File: src/rtl/uart_tx.sv
// uart_tx: UART transmitter. Serialises one DATA_BITS-wide word per frame:
// start bit, data LSB-first, optional parity bit, STOP_BITS stop bits.
// Each line bit lasts one baud period, delimited by baud_trig_tx pulses.
//
// Ports:
//   clk          system clock, all logic on posedge
//   rst          synchronous active-high reset
//   baud_trig_tx one-clk pulse per bit period from the baud tick generator
//   tx_data      word to send, sampled only on acceptance
//   tx_valid     source has data
//   tx_ready     block can accept (decoded from IDLE state)
//   tx           serial line, idle high
//   busy         high from acceptance until the frame ends
//   frame_done   one-clk pulse after the tick that ends the last stop bit
module uart_tx #(
  parameter int unsigned DATA_BITS  = 8,
  parameter int unsigned PARITY_EN  = 1,
  parameter int unsigned PARITY_ODD = 0,
  parameter int unsigned STOP_BITS  = 1
) (
  input  logic                 clk,
  input  logic                 rst,
  input  logic                 baud_trig_tx,
  input  logic [DATA_BITS-1:0] tx_data,
  input  logic                 tx_valid,
  output logic                 tx_ready,
  output logic                 tx,
  output logic                 busy,
  output logic                 frame_done
);

  typedef enum logic [2:0] {
    IDLE,
    ARMED,
    START,
    DATA,
    PARITY,
    STOP
  } state_t;

  localparam logic [3:0] BIT_LAST  = 4'(DATA_BITS);
  localparam logic [1:0] STOP_LAST = 2'(STOP_BITS);
  localparam logic       ODD       = (PARITY_ODD != 0);

  state_t               state;
  logic [DATA_BITS-1:0] shift;
  logic                 parity;
  logic [3:0]           bit_cnt;
  logic [1:0]           stop_cnt;

  // Decoded from registered state only; tx_valid never reaches an output.
  assign tx_ready = (state == IDLE);

  always_ff @(posedge clk) begin
    if (rst) begin
      state      <= IDLE;
      shift      <= '0;
      parity     <= 1'b0;
      bit_cnt    <= '0;
      stop_cnt   <= '0;
      tx         <= 1'b1;
      busy       <= 1'b0;
      frame_done <= 1'b0;
    end else begin
      frame_done <= 1'b0;
      case (state)
        IDLE: begin
          tx <= 1'b1;
          // A tick coinciding with acceptance is deliberately ignored:
          // ARMED waits for the following tick so the start bit is full length.
          if (tx_valid) begin
            shift  <= tx_data;
            parity <= (^tx_data) ^ ODD;
            busy   <= 1'b1;
            state  <= ARMED;
          end
        end
        ARMED: begin
          if (baud_trig_tx) begin
            tx    <= 1'b0;
            state <= START;
          end
        end
        START: begin
          if (baud_trig_tx) begin
            tx      <= shift[0];
            shift   <= shift >> 1;
            bit_cnt <= 4'd1;
            state   <= DATA;
          end
        end
        DATA: begin
          if (baud_trig_tx) begin
            if (bit_cnt < BIT_LAST) begin
              tx      <= shift[0];
              shift   <= shift >> 1;
              bit_cnt <= bit_cnt + 4'd1;
            end else if (PARITY_EN != 0) begin
              tx    <= parity;
              state <= PARITY;
            end else begin
              tx       <= 1'b1;
              stop_cnt <= 2'd1;
              state    <= STOP;
            end
          end
        end
        PARITY: begin
          if (baud_trig_tx) begin
            tx       <= 1'b1;
            stop_cnt <= 2'd1;
            state    <= STOP;
          end
        end
        STOP: begin
          if (baud_trig_tx) begin
            if (stop_cnt < STOP_LAST) begin
              stop_cnt <= stop_cnt + 2'd1;
            end else begin
              frame_done <= 1'b1;
              busy       <= 1'b0;
              state      <= IDLE;
            end
          end
        end
        default: begin
          tx    <= 1'b1;
          busy  <= 1'b0;
          state <= IDLE;
        end
      endcase
    end
  end

endmodule

File: config.mk
export PLATFORM = sky130hd
export DESIGN_NAME = uart_tx
export DESIGN_NICKNAME = d
export VERILOG_FILES = /design/src/rtl/uart_tx.sv
export SDC_FILE = /design/constraint.sdc
export NUM_CORES = 1
export LEC_CHECK = 0
export ABC_CLOCK_PERIOD_IN_PS = 1400
export CAP_MARGIN = 25
export CORE_MARGIN = 2
export CORE_UTILIZATION = 45
export DETAILED_ROUTE_END_ITERATION = 8
export PLACE_DENSITY = 0.76
export SYNTH_ARGS = -nofsm -noshare
export SYNTH_HDL_FRONTEND = slang
export SYNTH_SLANG_ARGS = --single-unit
File: constraint.sdc
create_clock -name clk -period 1.4 [get_ports clk]
set_input_delay 0.28 -clock clk [delete_from_list [all_inputs] [get_ports clk]]
set_output_delay 0.28 -clock clk [all_outputs]
set_load 0.05 [all_outputs]
==> impl_metrics.yaml <==
drt:
  post-route-drc-count: 0
  drt_first_iter_violations: 15
  avgViaCountPerCell: 5.68
  antenna_left: 0
  route.vias.total: 1147
  routed_wirelength_mm: 2.96
  drt-pass1-iter-count: 4
  post_drt_wl_per_cell_um: 14.6
timing:
  final.period_utilization_pct: 101
  max_clock_freq_mhz: 709
  setup_viol_count_final: 1
  worst_slack_ns: -0.0109
  rsz_0062_raised_after_global_routing: "yes"
  timing.clock.skew_ns: 0.00131
  number_of_hold_violations_in_the_final_report: 0
  totalNegativeSetupSlack_ns: -0.0109
  report.final.slew_viol_count: 0
  timing_worst_slew_pin_value_ns: 0.326
  finalCriticalPeriod_ns: 1.41
  maxSlewHeadroom_pct: 78.2
worst_setup_path:
  worst_path_buf_inv: 2
  critical_path_start_type: "flip-flop"
  arrival_ns: 1.13
  timing.rr.end: "shift[6]"
  crit_path_end_kind: "output port"
  critical_path.reg2reg.startpoint: "state[1]"
  ff2ff_path_depth: 5
  worst-r2r-setup-slack_ns: 0.01
  critPathMaxFanout: 4
  crit_path_cell_trace: "buf_6 -> nor3_4 -> buf_6"
  crit_family: "flip-flops"
  cpMaxStageDelayCell: "sky130_fd_sc_hd__dfxtp_4"
  worstSetupStartpoint: "state[1]"
  setup.worst_path.class: "reg -> out"
  slowest_delay_ns: 0.38
  worstSetupPathDepth: 3
  required_time_at_the_worst_slack_endpoint_ns: 1.12
  worst_path_most_repeated_cell: "sky130_fd_sc_hd__buf_6"
clock_network:
  clk_pin_slew_ns: 0.11
  cts_tree: "built"
  cts.path.max_buffers: 2
  post_cts_hold_buffer_count: 0
  worst_skew_pair.late_latency_ns: 0.29
  cts-buffers-inserted: 3
  cts-htree-levels: 1
  clk_root_buffer_cell: "sky130_fd_sc_hd__clkbuf_4"
  cts_sinks: 21
floorplan:
  floorplan.initialDensity_pct: 47.3
  die_h_um: 55.0
  die_width_um: 55.0
  fp.dieArea_um2: 3030
  floorplan.rows: 18
  floorplan.core_area_um2: 2480
  floorplan.io_pins: 16
global_routing:
  grt_overflow_total: 0
  via_count_of_the_first_global_routing_pass: 1005
  largest_net_degree_at_the_start_of_global_routing: 18
  number_of_antenna_violations_at_the_first_check_in_global_routing: 0
  track_usage_pct: 20.6
  grt_pass1_wl_mm: 4.51
worst_hold_path:
  min_from: "shift[0]"
  hold-path-cell-count: 2
  min_to: "shift[0]"
  hold_path_class: "reg -> reg"
power_and_ir_drop:
  vdd_ir_drop_max_v: 0.000589
  power_switching_share_pct: 30.6
  total_leakage_power_nw: 0.656
  power.density_cell_area_nw_per_um2: 857
  combinationalPowerShare_pct: 34.4
  power.share.sequential_pct: 46.6
  internal_power_mw: 1.02
  power_switching_mw: 0.447
  share_clk_of_total_power_pct: 19.0
yosys:
  synthesis.yosys.warnings: 0
  ys_ff_latch: 21
  ys_dominant_reg_cell: "sky130_fd_sc_hd__dfxtp_1"
  postSynthAreaPerCell_um2: 8.81
  ys_async_sr_fraction_pct: 0
  mappedNetlistNets: 147
  syn-instance-count: 133
  seq_area_frac_synth_pct: 35.9
  syn_area_um2: 1170
  synth_edf_count: 0
  synthDistinctLibCells: 39
final_layout:
  seqCellArea_um2: 430
  finish.utilization_pct: 68.9
  insertedDiodeCount: 0
  synth_to_final_area_change_pct: 45.6
  layout.nets: 187
  area_of_the_multi_input_gates_um2: 746
  drive_gt1_share_pct: 36.0
  nFillCells: 207
status:
  violations: "negative setup slack"
  outcome: "complete, but fails checks"
run:
  max_cap_violations: 0
placement:
  globalplace.congestion: 0.816
  buffer_ports.inserted: 15
  detailed_place_hpwl_mm: 1.96
==> how the worst max path moves through the flow <==
stage / endpoint / slack (ns)
2_1_floorplan: tx_ready / 0.04
3_3_place_gp: shift[4] / -0.30
3_5_place_dp: shift[1] / -0.40
4_1_cts: tx_ready / -0.04
5_1_grt: tx_ready / -0.07
6_report: tx_ready / -0.01
==> registers in the layout, indices dropped and copies added, names as in the netlist <==
| register | count |
|---|---|
| stop_cnt | 2 |
| tx | 1 |
| parity | 1 |
| busy | 1 |
| state | 3 |
| shift | 8 |
| frame_done | 1 |
| bit_cnt | 4 |
==> logic make-up (layout without fill, tap and decap cells) <==
logic type | count (synthesis) | count (layout) | share of synthesized area (%)
adder cells (fa/ha/maj) | 2 | 2 | 2.13
AND/OR/NAND/NOR | 34 | 34 | 15.4
XOR/XNOR | 8 | 8 | 5.98
buffers and inverters | 18 | 56 | 7.47
flip-flops | 21 | 21 | 35.9
AO/OA/AOI/OAI | 42 | 43 | 26.0
multiplexers | 8 | 8 | 7.15
==> metrics by stage <==
step / power [mW] / instances / area, um2 / hold WS (ns) / worst slack [ns]
after floorplan: 0.942 / 133 / 1180 / 0.416 / 0.0391
after global placement: 1.08 / 187 / 1500 / 0.479 / -0.303
after detailed placement: 1.10 / 187 / 1500 / 0.498 / -0.398
after CTS: 1.43 / 197 / 1620 / 0.518 / -0.0412
after global routing: 1.55 / 202 / 1710 / 0.548 / -0.0686
final: 1.46 / 202 / 1710 / 0.515 / -0.0109
==> layout make-up <==
class | count | share of cell area [%]
multi-input cells | 95 | 43.7
repair buffers | 45 | 25.7
flip-flops and latches | 21 | 25.2
well taps | 30 | 2.20
inverters | 7 | 1.54
clock buffers | 3 | 1.32
clock inverters | 1 | 0.293
==> power by group through the flow <==
stage | combinational, mW | sequential [mW] | clock (mW)
after floorplan | 0.251 | 0.691 | 0
after global placement | 0.393 | 0.688 | 0
after detailed placement | 0.406 | 0.690 | 0
after CTS | 0.461 | 0.676 | 0.295
after global routing | 0.537 | 0.685 | 0.323
final | 0.503 | 0.681 | 0.278
==> placed cells by master (no fill, tap or decap), types with 2 or more instances in the layout <==
master and count:
sky130_fd_sc_hd__inv_1 6, sky130_fd_sc_hd__a311oi_2 2, sky130_fd_sc_hd__nor3_1 2, sky130_fd_sc_hd__and3_1 2, sky130_fd_sc_hd__dfxtp_2 2, sky130_fd_sc_hd__mux2i_1 5
sky130_fd_sc_hd__nand2b_1 3, sky130_fd_sc_hd__clkdlybuf4s50_1 9, sky130_fd_sc_hd__mux2i_2 2, sky130_fd_sc_hd__nand3_1 3, sky130_fd_sc_hd__o21ai_0 6, sky130_fd_sc_hd__dfxtp_4 2
sky130_fd_sc_hd__a21oi_1 10, sky130_fd_sc_hd__clkbuf_4 3, sky130_fd_sc_hd__nand2_1 7, sky130_fd_sc_hd__a21oi_2 5, sky130_fd_sc_hd__buf_4 24, sky130_fd_sc_hd__a2111oi_1 2
sky130_fd_sc_hd__nor2_1 7, sky130_fd_sc_hd__xnor2_1 7, sky130_fd_sc_hd__buf_12 4, sky130_fd_sc_hd__buf_6 6, sky130_fd_sc_hd__a311oi_1 7, sky130_fd_sc_hd__o22ai_4 2
sky130_fd_sc_hd__ha_1 2, sky130_fd_sc_hd__dfxtp_1 17
==> Yosys cell counts (6+ instances only) <==
| cell | number | area share [%] |
|---|---|---|
| sky130_fd_sc_hd__dfxtp_1 | 21 | 36 |
| sky130_fd_sc_hd__a21oi_1 | 12 | 5.1 |
| sky130_fd_sc_hd__a311oi_1 | 9 | 6.7 |
| sky130_fd_sc_hd__nand2_1 | 8 | 2.6 |
| sky130_fd_sc_hd__nor2_1 | 8 | 2.6 |
| sky130_fd_sc_hd__buf_2 | 7 | 3.0 |
| sky130_fd_sc_hd__mux2i_1 | 7 | 6.0 |
| sky130_fd_sc_hd__xnor2_1 | 7 | 5.2 |
| sky130_fd_sc_hd__inv_1 | 6 | 1.9 |
| sky130_fd_sc_hd__o21ai_0 | 6 | 2.6 |
==> metal layers <==
metal / vias to the layer above / track usage (%) / part of all wire, %
met3: 2 / 2.42 / 2.3
li1: 571 / - / -
met4: 0 / 3.66 / 0.44
met5: - / 0 / 0
met2: 16 / 32.9 / 51
met1: 558 / 30.0 / 46
==> worst reg2reg max path, cell delays in order (launching register included) <==
cell	delay, ns
sky130_fd_sc_hd__dfxtp_4	0.38
sky130_fd_sc_hd__mux2i_4	0.20
sky130_fd_sc_hd__buf_6	0.14
sky130_fd_sc_hd__o22ai_4	0.24
sky130_fd_sc_hd__a21oi_2	0.12
sky130_fd_sc_hd__a311oi_2	0.22
==> timing repair <==
action | CTS | global route
cloned | 1 | 0
gates resized for setup | 14 | 14
pin swaps | 2 | 10
setup endpoints to repair | 11 | 13
setup buffers | 5 | 5
(Power assumes the default switching activity.)
